[config.mk]
export PLATFORM = sky130hd
export DESIGN_NAME = pipe_ctrl_hazard
export DESIGN_NICKNAME = d
export VERILOG_FILES = /design/src/rtl/pipe_ctrl_hazard.sv
export SDC_FILE = /design/constraint.sdc
export NUM_CORES = 1
export LEC_CHECK = 0
export ABC_CLOCK_PERIOD_IN_PS = 1700
export CAP_MARGIN = 10
export CORE_MARGIN = 2
export CORE_UTILIZATION = 29
export DETAILED_ROUTE_END_ITERATION = 8
export SETUP_SLACK_MARGIN = 0.02
export SYNTH_ARGS = -nofsm -noshare
export SYNTH_HDL_FRONTEND = slang
export SYNTH_SLANG_ARGS = --single-unit
[constraint.sdc]
create_clock -name clk -period 1.7 [get_ports clk]
set_input_delay 0.34 -clock clk [delete_from_list [all_inputs] [get_ports clk]]
set_output_delay 0.34 -clock clk [all_outputs]
set_load 0.05 [all_outputs]
[src/rtl/pipe_ctrl_hazard.sv]
// Pipeline control carrier: moves the decoded control bundle through ID/EX, EX/MEM and MEM/WB,
// and resolves load-use / jr stalls, wrong-path kills and operand forwarding selects.
module pipe_ctrl_hazard #(
  parameter int REG_W   = 5,
  parameter int ALUOP_W = 4
) (
  input  logic                 clk,
  input  logic                 reset,
  input  logic [ALUOP_W+10:0]  id_ctrl,
  input  logic [REG_W-1:0]     id_rs,
  input  logic [REG_W-1:0]     id_rt,
  input  logic [REG_W-1:0]     id_rd,
  input  logic                 ex_branch_taken,
  output logic                 stall_if,
  output logic                 flush_ifid,
  output logic [1:0]           id_fwd_rs,
  output logic [ALUOP_W+6:0]   ex_ctrl,
  output logic [REG_W-1:0]     ex_wreg,
  output logic [REG_W-1:0]     ex_rs,
  output logic [REG_W-1:0]     ex_rt,
  output logic [1:0]           fwd_a,
  output logic [1:0]           fwd_b,
  output logic                 mem_regwr,
  output logic                 mem_memrd,
  output logic                 mem_memwr,
  output logic [1:0]           mem_memtoreg,
  output logic [REG_W-1:0]     mem_wreg,
  output logic                 wb_regwr,
  output logic [1:0]           wb_memtoreg,
  output logic [REG_W-1:0]     wb_wreg
);

  localparam int A = ALUOP_W;

  logic [1:0]       id_pcsrc_s;
  logic [1:0]       id_regdst_s;
  logic [REG_W-1:0] id_wreg_s;
  logic             load_use_s;
  logic             jr_haz_s;
  logic             ex_bubble_s;

  assign id_pcsrc_s  = id_ctrl[A+10:A+9];
  assign id_regdst_s = id_ctrl[A+7:A+6];

  // Forwarding source for one register: MEM ALU result beats WB data; $0 never forwards.
  function automatic logic [1:0] fwd_sel(
    input logic [REG_W-1:0] src,
    input logic             m_regwr,
    input logic             m_memrd,
    input logic [REG_W-1:0] m_wreg,
    input logic             w_regwr,
    input logic [REG_W-1:0] w_wreg
  );
    logic [1:0] sel;
    sel = 2'b00;
    if (src != '0 && m_regwr && !m_memrd && m_wreg == src) begin
      sel = 2'b01;
    end else if (src != '0 && w_regwr && w_wreg == src) begin
      sel = 2'b10;
    end else begin
      sel = 2'b00;
    end
    return sel;
  endfunction

  // Destination register selection from RegDst.
  always_comb begin
    id_wreg_s = '0;
    case (id_regdst_s)
      2'b00:   id_wreg_s = id_rt;
      2'b01:   id_wreg_s = id_rd;
      2'b10:   id_wreg_s = {REG_W{1'b1}};
      default: id_wreg_s = '0;
    endcase
  end

  assign load_use_s = ex_ctrl[A+5] && (ex_wreg != '0) &&
                      ((ex_wreg == id_rs) || (ex_wreg == id_rt));
  assign jr_haz_s   = (id_pcsrc_s == 2'b10) && (id_rs != '0) &&
                      ((ex_ctrl[A+6] && ex_wreg == id_rs) || (mem_memrd && mem_wreg == id_rs));

  // Hazard resolution (reset > branch > stall > jump) and forwarding selects.
  always_comb begin
    stall_if    = 1'b0;
    flush_ifid  = 1'b0;
    ex_bubble_s = 1'b0;
    fwd_a       = 2'b00;
    fwd_b       = 2'b00;
    id_fwd_rs   = 2'b00;
    if (reset) begin
      ex_bubble_s = 1'b1;
    end else begin
      fwd_a     = fwd_sel(ex_rs, mem_regwr, mem_memrd, mem_wreg, wb_regwr, wb_wreg);
      fwd_b     = fwd_sel(ex_rt, mem_regwr, mem_memrd, mem_wreg, wb_regwr, wb_wreg);
      id_fwd_rs = fwd_sel(id_rs, mem_regwr, mem_memrd, mem_wreg, wb_regwr, wb_wreg);
      if (ex_branch_taken) begin
        // The ID instruction is on the wrong path, so its hazards do not matter.
        flush_ifid  = 1'b1;
        ex_bubble_s = 1'b1;
      end else if (load_use_s || jr_haz_s) begin
        stall_if    = 1'b1;
        ex_bubble_s = 1'b1;
      end else if (id_pcsrc_s != 2'b00) begin
        flush_ifid  = 1'b1;
      end else begin
        ex_bubble_s = 1'b0;
      end
    end
  end

  // Stage registers: ID->EX takes the bundle or a bubble; MEM and WB always advance.
  always_ff @(posedge clk) begin
    if (reset) begin
      ex_ctrl      <= '0;
      ex_wreg      <= '0;
      ex_rs        <= '0;
      ex_rt        <= '0;
      mem_regwr    <= 1'b0;
      mem_memrd    <= 1'b0;
      mem_memwr    <= 1'b0;
      mem_memtoreg <= 2'b00;
      mem_wreg     <= '0;
      wb_regwr     <= 1'b0;
      wb_memtoreg  <= 2'b00;
      wb_wreg      <= '0;
    end else begin
      if (ex_bubble_s) begin
        ex_ctrl <= '0;
        ex_wreg <= '0;
        ex_rs   <= '0;
        ex_rt   <= '0;
      end else begin
        ex_ctrl <= {id_ctrl[A+8], id_ctrl[A+5:0]};
        ex_wreg <= id_wreg_s;
        ex_rs   <= id_rs;
        ex_rt   <= id_rt;
      end
      mem_regwr    <= ex_ctrl[A+6];
      mem_memrd    <= ex_ctrl[A+5];
      mem_memwr    <= ex_ctrl[A+4];
      mem_memtoreg <= ex_ctrl[A+3:A+2];
      mem_wreg     <= ex_wreg;
      wb_regwr     <= mem_regwr;
      wb_memtoreg  <= mem_memtoreg;
      wb_wreg      <= mem_wreg;
    end
  end

endmodule

==> tab_implementation.tex <==
\begin{tabular}{lr}
\hline
Metric & Value \\
\hline
\multicolumn{2}{l}{\textbf{Placement}} \\
Detailed-placement wirelength estimate & 4.88 mm \\
Count of input and output buffers & 84 \\
Placer's final routability congestion estimate & 0.818 \\
Total placed instance area & 3590 um\^{}2 \\
Placed Cells & 449 \\
Setup slack after placement & -0.878 ns \\
\multicolumn{2}{l}{\textbf{Setup path}} \\
Buffer and inverter count on the worst path & 2 \\
Reg2Reg Launch Point & ex\_wreg[1] \\
Minimum setup slack among reg-to-reg paths & -0.07 ns \\
Ordered cell list for the critical path & buf\_6 > or4\_4 > o211a\_1 > nand4\_2 > o21ai\_4 > o41ai\_4 > buf\_12 \\
Worst-path maximum fanout & 3 \\
CP max-delay cell & sky130\_fd\_sc\_hd\_\_or4\_4 \\
Worst path required time & 1.36 ns \\
Worst setup path start & id\_rs[3] \\
Data arrival, critical path & 1.99 ns \\
Capturing element of the worst setup path & flush\_ifid \\
Worst flop-to-flop path endpoint & ex\_wreg[3] \\
Family of cells with the greatest summed delay on the critical path & compound AO/OA/AOI/OAI gates \\
Endpoint class of the critical path & output pin \\
CP max stage delay & 0.55 ns \\
R2r worst-path depth & 7 \\
Critical path startpoint category & input port \\
Levels on crit path & 7 \\
Critical path start-end classification & in2out \\
\multicolumn{2}{l}{\textbf{Global route}} \\
Wire length of the first global-routing pass & 10.7 mm \\
Antenna violations before repair & 0 \\
Global-route usage over all layers & 0.180 \\
Global route overflow & 0 \\
Vias in the first global route & 2250 \\
Pin count of the biggest net entering global routing & 27 \\
\multicolumn{2}{l}{\textbf{Detailed routing}} \\
Number of vias after detailed routing & 2093 \\
Iteration count of the initial detailed-routing pass & 4 \\
Post-Route WL & 6.79 mm \\
Vias per cell & 4.45 \\
Iter 0 DRT Violations & 72 \\
Post-detailed-route count of antenna-violating nets & 0 \\
Average wire length per cell after detail routing & 14.4 um \\
DRC violations left & 0 \\
\multicolumn{2}{l}{\textbf{STA}} \\
Pin slew with the least headroom to its limit & 0.349 ns \\
Clock Skew & 0.00783 ns \\
Time the final worst path needs with I/O delays and setup & 2.33 ns \\
RSZ-0062 raised after global routing & true \\
Worst slew margin relative to its limit & 0.768 \\
Period Utilization, post-route & 1.37 \\
Max-slew violation count & 0 \\
Timing-limited maximum frequency & 428 MHz \\
Count of final setup violators & 34 \\
Number of failing hold endpoints at the final stage & 0 \\
Worst hold-check slack & 0.420 ns \\
Sum of negative setup slack & -4.70 ns \\
Post-route worst setup slack & -0.635 ns \\
\multicolumn{2}{l}{\textbf{Clocking}} \\
CTS H-tree lvls & 2 \\
TritonCTS clock tree & yes \\
Num Clock Sinks & 44 \\
TritonCTS Buffers & 5 \\
Buffer cell driving the clock tree root & sky130\_fd\_sc\_hd\_\_clkbuf\_8 \\
Worst-path clk slew & 0.08 ns \\
\# hold bufs at CTS & 0 \\
Bufs on Longest Clock Path & 2 \\
Clock latency on the worst-skew pair & 0.30 ns \\
\multicolumn{2}{l}{\textbf{Die}} \\
Total I/O pin count & 85 \\
Initial standard-cell utilization of the core & 0.304 \\
Chip width & 88.8 um \\
Std-Cell Core Area & 6870 um\^{}2 \\
Die area & 7890 um\^{}2 \\
Vertical die dimension & 88.8 um \\
Num rows & 30 \\
\multicolumn{2}{l}{\textbf{Cells and area}} \\
Non-Filler Instances & 470 \\
Final antenna diode count & 0 \\
Fraction of final layout cells sized beyond drive strength 1 & 0.567 \\
Final-stage net count & 406 \\
Area growth syn-to-layout & 92.6\% \\
Total non-filler cell area in the finished layout & 4020 um\^{}2 \\
\multicolumn{2}{l}{\textbf{Power and ir drop}} \\
Pleak & 0.00176 uW \\
Worst vdd ir & 0.000328 V \\
Power per Cell Area & 583 nW/um\^{}2 \\
\multicolumn{2}{l}{\textbf{Outcome}} \\
Result of the run & finished, violations left \\
Violations in the final reports & negative setup slack \\
\multicolumn{2}{l}{\textbf{Synth}} \\
Cell accounting for the most synthesized area & sky130\_fd\_sc\_hd\_\_dfxtp\_1 \\
Mapped Area & 2090 um\^{}2 \\
Gate count after technology mapping & 223 \\
Synthesized flop and latch total & 44 \\
Ys flop type & sky130\_fd\_sc\_hd\_\_dfxtp\_1 \\
EDFF count, synth & 0 \\
Share of the synthesized area in the top cell type & 0.422 \\
Count of distinct cell types in the synthesized netlist & 30 \\
Synth Net Count & 256 \\
Mean area per synthesized cell & 9.36 um\^{}2 \\
Fraction of the yosys area taken by sequential cells & 0.422 \\
Count of yosys warnings during synthesis & 0 \\
Top cells by area, synth & sky130\_fd\_sc\_hd\_\_dfxtp\_1 42\%, sky130\_fd\_sc\_hd\_\_xnor2\_1 11\%, sky130\_fd\_sc\_hd\_\_nor3\_2 9.1\% \\
Ys async rst share & 0 \\
\multicolumn{2}{l}{\textbf{Hold path}} \\
Hold/Removal Path Class & in2reg \\
\multicolumn{2}{l}{\textbf{Job}} \\
Number of violations of the max-capacitance limit & 0 \\
\hline
\end{tabular}
==> kinds of logic after synthesis <==
family,share of synthesized area
and+or+nand+nor,0.333
xor gates and xnor gates,0.159
buffers and inverters,0.0312
DFF,0.422
AOI/OAI and AO/OA,0.0546
==> sequential cells by signal, summed over array words and instances, names as in the netlist <==
signal        count
ex_ctrl          11
ex_rs             5
ex_rt             5
ex_wreg           5
mem_wreg          5
wb_wreg           5
mem_memtoreg      2
wb_memtoreg       2
mem_memrd         1
mem_memwr         1
mem_regwr         1
wb_regwr          1
==> repair_timing <==
item	4_1_cts	5_1_grt
pin swaps	15	11
gates resized for setup	48	21
buffers inserted	10	1
setup endpoints to repair	34	34
cloned	2	1
==> cell usage in the layout, fill, tap and decap left out, types with 6 or more instances in the layout <==
master / count
sky130_fd_sc_hd__nor3_2: 24
sky130_fd_sc_hd__clkdlybuf4s50_1: 24
sky130_fd_sc_hd__nor2_1: 6
sky130_fd_sc_hd__dfxtp_4: 19
sky130_fd_sc_hd__or4_4: 6
sky130_fd_sc_hd__nor2b_1: 21
sky130_fd_sc_hd__buf_4: 94
sky130_fd_sc_hd__dfxtp_1: 19
sky130_fd_sc_hd__dfxtp_2: 6
sky130_fd_sc_hd__xnor2_1: 23
sky130_fd_sc_hd__nand2_1: 32
sky130_fd_sc_hd__buf_6: 13
sky130_fd_sc_hd__xor2_1: 11
sky130_fd_sc_hd__buf_12: 12
==> worst min-delay path by stage <==
stage | start | to | cells after the start
final | id_rs[3] | ex_rs[3] | 4
after CTS | id_rs[1] | ex_rs[1] | 4
after floorplan | reset | mem_wreg[2] | 1
after global placement | mem_memtoreg[1] | wb_memtoreg[1] | 1
after detailed placement | mem_memtoreg[0] | wb_memtoreg[0] | 1
after global routing | id_rs[2] | ex_rs[2] | 4
==> cell usage after synthesis (all sizes together), types with 2 or more instances <==
| library cell | instances |
|---|---|
| nand2 | 33 |
| nand2b | 2 |
| inv | 2 |
| xor2 | 12 |
| nor3 | 30 |
| o211ai | 2 |
| nor2b | 22 |
| dfxtp | 44 |
| o21ai | 7 |
| nor4b | 2 |
| clkbuf | 4 |
| nand4 | 5 |
| xnor2 | 26 |
| nand3 | 3 |
| buf | 5 |
| nor2 | 12 |
| or4 | 6 |
==> metal layers <==
| metal | vias to the layer above | track usage | share of wire |
|---|---|---|---|
| met1 | 955 | 0.213 | 0.41 |
| met5 | - | 0 | 0 |
| li1 | 1052 | - | - |
| met4 | 0 | 0.0647 | 0.020 |
| met3 | 11 | 0.0504 | 0.068 |
| met2 | 75 | 0.309 | 0.50 |
==> power breakdown <==
part | switching, uW | internal, uW | leakage (uW)
combinational | 326 | 300 | 0.00134
sequential | 32.6 | 1050 | 0.000376
clock | 347 | 289 | 0.0000422
total | 705 | 1640 | 0.00176
==> cell type report <==
class	instances	area, um^2
clock inverters	1	5.00
repair buffers	152	1460
well taps	96	120
multi-input cells	168	1390
flip-flops and latches	44	960
fillers	635	2850
inverters	2	7.51
clock buffers	7	76.3
==> tightest hold or removal path, delay by kind of cell <==
kind | cells | cell delay, ns
buf+inv | 2 | 0.24
simple gates | 2 | 0.11
==> stage by stage <==
stage / util / total power [uW]
after floorplan: - / 1400
after global placement: 0.522 / 1670
after detailed placement: 0.522 / 1670
after CTS: 0.569 / 2360
after global routing: 0.585 / 2460
final: 0.585 / 2340
No activity file was read; power rests on OpenSTA's default activity.
